==> src/rtl/osm_product_acc.sv <==
// rtl/osm_product_acc.sv - product accumulator for the sequential 8x8 multiplier (option: OSM_ACC_SAT_EN saturates on overflow)
module osm_product_acc #(
  parameter int ACC_W   = 18,
  parameter int N_TERMS = 4
) (
  input  logic             CLK,
  input  logic             reset,
  input  logic             clear,
  input  logic [15:0]      prod_in,
  input  logic             prod_valid,
  output logic [ACC_W-1:0] acc_out,
  output logic             acc_valid,
  output logic [3:0]       term_cnt,
  output logic             overflow,
  output logic             dropped
);

  // Zero-extension width that lifts the 16-bit product to the ACC_W+1 bit adder.
  localparam int PAD = ACC_W + 1 - 16;
  localparam logic [3:0] LAST_TERM = 4'(N_TERMS);

  typedef enum logic {
    S_ACCUM = 1'b0,
    S_DONE  = 1'b1
  } state_t;

  state_t state;
  state_t state_nx;

  logic             pv_q;
  logic             capture;
  logic [ACC_W:0]   sum;
  logic [ACC_W-1:0] sum_kept;
  logic [3:0]       cnt_inc;
  logic [ACC_W-1:0] acc_nx;
  logic [3:0]       cnt_nx;
  logic             ovf_nx;
  logic             drp_nx;

  // The multiplier holds out_valid for several cycles, so only its rising edge counts.
  assign capture = prod_valid & ~pv_q;

  // One extra bit on the adder exposes the carry that marks an overflow.
  assign sum     = {1'b0, acc_out} + {{PAD{1'b0}}, prod_in};
  assign cnt_inc = term_cnt + 4'd1;

`ifdef OSM_ACC_SAT_EN
  // Pin the sum at all ones once it no longer fits; later terms keep it there.
  assign sum_kept = sum[ACC_W] ? {ACC_W{1'b1}} : sum[ACC_W-1:0];
`else
  // Let the sum wrap modulo 2^ACC_W; the sticky flag records that it happened.
  assign sum_kept = sum[ACC_W-1:0];
`endif

  // Previous level of prod_valid for the edge detector; keeps tracking during clear.
  always_ff @(posedge CLK or negedge reset) begin
    if (!reset) begin
      pv_q <= 1'b0;
    end else begin
      pv_q <= prod_valid;
    end
  end

  // Next-state and datapath decisions; clear overrides any capture in the same cycle.
  always_comb begin
    state_nx = state;
    acc_nx   = acc_out;
    cnt_nx   = term_cnt;
    ovf_nx   = overflow;
    drp_nx   = dropped;
    if (clear) begin
      state_nx = S_ACCUM;
      acc_nx   = '0;
      cnt_nx   = 4'd0;
      ovf_nx   = 1'b0;
      drp_nx   = 1'b0;
    end else begin
      case (state)
        S_ACCUM: begin
          if (capture) begin
            acc_nx = sum_kept;
            cnt_nx = cnt_inc;
            if (sum[ACC_W]) begin
              ovf_nx = 1'b1;
            end
            if (cnt_inc == LAST_TERM) begin
              state_nx = S_DONE;
            end
          end
        end
        S_DONE: begin
          if (capture) begin
            drp_nx = 1'b1;
          end
        end
        default: begin
          state_nx = S_ACCUM;
        end
      endcase
    end
  end

  // State and output registers; acc_valid is a flop so no input reaches an output combinationally.
  always_ff @(posedge CLK or negedge reset) begin
    if (!reset) begin
      state     <= S_ACCUM;
      acc_out   <= '0;
      term_cnt  <= 4'd0;
      overflow  <= 1'b0;
      dropped   <= 1'b0;
      acc_valid <= 1'b0;
    end else begin
      state     <= state_nx;
      acc_out   <= acc_nx;
      term_cnt  <= cnt_nx;
      overflow  <= ovf_nx;
      dropped   <= drp_nx;
      acc_valid <= (state_nx == S_DONE);
    end
  end

endmodule

==> config.mk <==
export PLATFORM = sky130hd
export DESIGN_NAME = osm_product_acc
export DESIGN_NICKNAME = d
export VERILOG_FILES = /design/src/rtl/osm_product_acc.sv
export SDC_FILE = /design/constraint.sdc
export NUM_CORES = 1
export LEC_CHECK = 0
export ABC_AREA = 1
export CELL_PAD_IN_SITES_DETAIL_PLACEMENT = 1
export CELL_PAD_IN_SITES_GLOBAL_PLACEMENT = 2
export CORE_ASPECT_RATIO = 1.75
export CORE_MARGIN = 2
export CORE_UTILIZATION = 25
export CTS_CLUSTER_DIAMETER = 30
export DETAILED_ROUTE_END_ITERATION = 16
export PLACE_DENSITY = 0.72
export SLEW_MARGIN = 30
export SYNTH_ARGS = -nofsm -noshare
export SYNTH_HDL_FRONTEND = slang
export SYNTH_SLANG_ARGS = --single-unit
export TNS_END_PERCENT = 100
==> constraint.sdc <==
create_clock -name CLK -period 1.7 [get_ports CLK]
set_clock_uncertainty 0.05 [all_clocks]
set_input_delay 0.34 -clock CLK [delete_from_list [all_inputs] [get_ports CLK]]
set_output_delay 0.34 -clock CLK [all_outputs]
set_load 0.01 [all_outputs]
==> results.sh <==
export IMPL_crit_required_ns=1.85
export IMPL_drc=0
export IMPL_report_power_total_w=0.00218
export IMPL_violations="setup timing"
export IMPL_p_per_area_nw_per_um2=651
export IMPL_synth_top_cell_area_share=0.336
export IMPL_synth_yosys_seq_area_share=0.336
export IMPL_drt_first_pass_iters=4
export IMPL_crit_chain="ha_4, fa_2, nand2_2, o21ai_4, nand2_1, nand2_2, nand2_2, nand2_2, nand2_1, nand2_1, o21ai_1"
export IMPL_dieWidth_um=70.6
export IMPL_final_util=0.443
export IMPL_vias=2095
export IMPL_drt_iter0_markers=51
export IMPL_die_h_um=120
export IMPL_status="complete, but fails checks"
export IMPL_wire_per_inst_um=15.1
export IMPL_cts_root_buf="clkbuf_16"
export IMPL_gr_usage_all_layers=0.167
export IMPL_slew_violations=0
export IMPL_cts_clk_slew_worst_paths_ns=0.08
export IMPL_final_cell_mix="65 x nand2_1, 43 x buf_4, 23 x dfrtp_1"
export IMPL_tritoncts="yes"
export IMPL_crit_path_top_delay_cell="dfrtp_1"
export IMPL_synth_top_cell_by_area="dfrtp_1"
export IMPL_worst_pin_slew_ns=0.368
export IMPL_endpoint_kind="flip-flop"
export IMPL_dp_slack_ns=-0.523
export IMPL_n_fill_cell=919
export IMPL_rsz0062_at_grt="yes"
export IMPL_avgSynthCellArea_sq_um=7.43
export IMPL_netlist_instances=261
export IMPL_syn_area_sq_um=1940
export IMPL_synth_edff_count=0
export IMPL_yosys_warnings=0
export IMPL_fin_area_sq_um=3350
export IMPL_syn_nets=299
export IMPL_cpMostUsedCell="nand2_2"
export IMPL_syn2layout_area_growth_pct=72.8
export IMPL_grt_pass1_vias=2346
export IMPL_numClockSinks=26
export IMPL_final_common_cell="nand2_1"
export IMPL_nNetsFinal=392
export IMPL_viasPerCell=4.75
export IMPL_cts_made_buffers=3
export IMPL_antenna_found_initial=0
export IMPL_critical_path_max_fanout=3
export IMPL_power_leakage_nw=1.71
export IMPL_fin_ws_ns=-0.0760
export IMPL_critical_path_class="reg2reg"
export IMPL_clk_path_buf_depth=2
export IMPL_regArea_sq_um=654
export IMPL_die_area_sq_um=8500
export IMPL_clkLatencyLatePin_ns=0.27
export IMPL_cap_violations=0
export IMPL_grt_max_degree=27
export IMPL_coreArea_sq_um=7570
export IMPL_ant_nets=0
export IMPL_rows=42
export IMPL_startpoint_type="flip-flop"
export IMPL_ys_ff_latch=26
export IMPL_grt_remaining_overflow=0
export IMPL_drt_total_wl_mm=6.65
export IMPL_multiInputGateArea_sq_um=1580
export IMPL_top_level_ports=45
export IMPL_ys_flop_type="dfrtp_1"
export IMPL_dp_hpwl_mm=5.12
export IMPL_finalCriticalPeriod_ns=1.78
export IMPL_synth_area_leaders="dfrtp_1 34%, nand2_1 16%, ha_1 11%"
export IMPL_diodes=0
export IMPL_hold_viol=0
export IMPL_max_stage_delay_ns=0.41
export IMPL_grt_pass1_wl_mm=11.1
export IMPL_synth_cell_types=36
export IMPL_timing_fmax_mhz=563
export IMPL_place_congestion=0.782
export IMPL_h_tree_depth=1
export IMPL_ctsHoldBuffers=0
export IMPL_peakVddDrop_mv=0.569
export IMPL_holdCritPathClass="in2async"
export IMPL_period_share=1.04
export IMPL_cp_arrival_ns=1.93
export IMPL_relSlewSlack=0.755
export IMPL_io_buffer_count=44
export IMPL_final_layout_size_suffix_gt1_frac=0.388
export IMPL_synth_async_sr_flop_share=1.00
export IMPL_post_dp_cell_area_sq_um=2760
export IMPL_setup_viol=7
export IMPL_start_util=0.256
export IMPL_reg2reg_slack_ns=-0.08
[critical path: cells and delay by family, from the launching register on]
kind            cells  cell delay (ns)
compound gates      2             0.20
fa+ha+maj           2             0.52
flops               1             0.41
simple gates        7             0.52
[state kept, by name (all words and copies together), names as in the netlist]
signal	flops
overflow	1
dropped	1
pv_q	1
state	1
acc_out	18
term_cnt	4
[cells by family (layout without fill, tap and decap cells)]
logic type	after synthesis	in the layout	share of synthesized area
AO/OA/AOI/OAI	52	52	0.155
flip-flops	26	26	0.336
AND/OR/NAND/NOR	137	137	0.318
adder cells (fa/ha/maj)	18	18	0.120
XOR/XNOR	2	2	0.00904
buffers and inverters	26	118	0.0620
[power by group]
group          switching [W]  internal [W]  total (W)
logic               0.000388      0.000373   0.000761
registers          0.0000353      0.000650   0.000685
clock network       0.000263      0.000471   0.000734
[cells in the mapped netlist (all sizes together) (2+ instances only)]
cell     n
or2      2
o21ai   20
nand3   12
dfrtp   26
nand4    2
a21oi   23
nand2   90
nand3b   3
inv     23
ha      17
o22ai    2
nor2    24
buf      2
and2     3
a22o     3
[final cells by class]
cell class                 count  area share
clock buffer                   3      0.0224
clock inverter                 1     0.00897
inverter                      24      0.0284
multi-input combinational    209       0.471
sequential                    26       0.195
tap                           88      0.0329
timing repair buffer          90       0.241
[worst paths after layout]
| kind | startpoint | end | cells after the start |
|---|---|---|---|
| min in group CLK | dropped | dropped | 1 |
| hold reg to reg | dropped | dropped | 1 |
| hold / removal | reset | acc_out[4] | 2 |
| setup / recovery | acc_out[0] | acc_out[10] | 11 |
| setup reg to reg | acc_out[0] | acc_out[10] | 11 |
| max in group asynchronous | reset | acc_out[16] | 2 |
[per-layer routing]
layer  vias up  global-route usage  wire [um]
met5         -                   0          0
met4         0              0.0566        136
met3         8              0.0133        110
met2        28               0.334       3810
met1      1014               0.177       2580
li1       1045                   -          -
[timing repair]
item,CTS,global route
setup buffers,2,5
pin swaps,16,29
setup endpoints to repair,19,17
resized for setup,63,56
[per-stage QoR]
step	setup TNS (ns)	hold slack [ns]	std cells
finish	-0.355	0.391	441
global route	-1.26	0.430	441
CTS	-0.928	0.410	436
detailed placement	-7.41	0.431	430
global placement	-6.83	0.423	430
floorplan	0	-0.00559	261
Power figures use the tool's default switching activity.
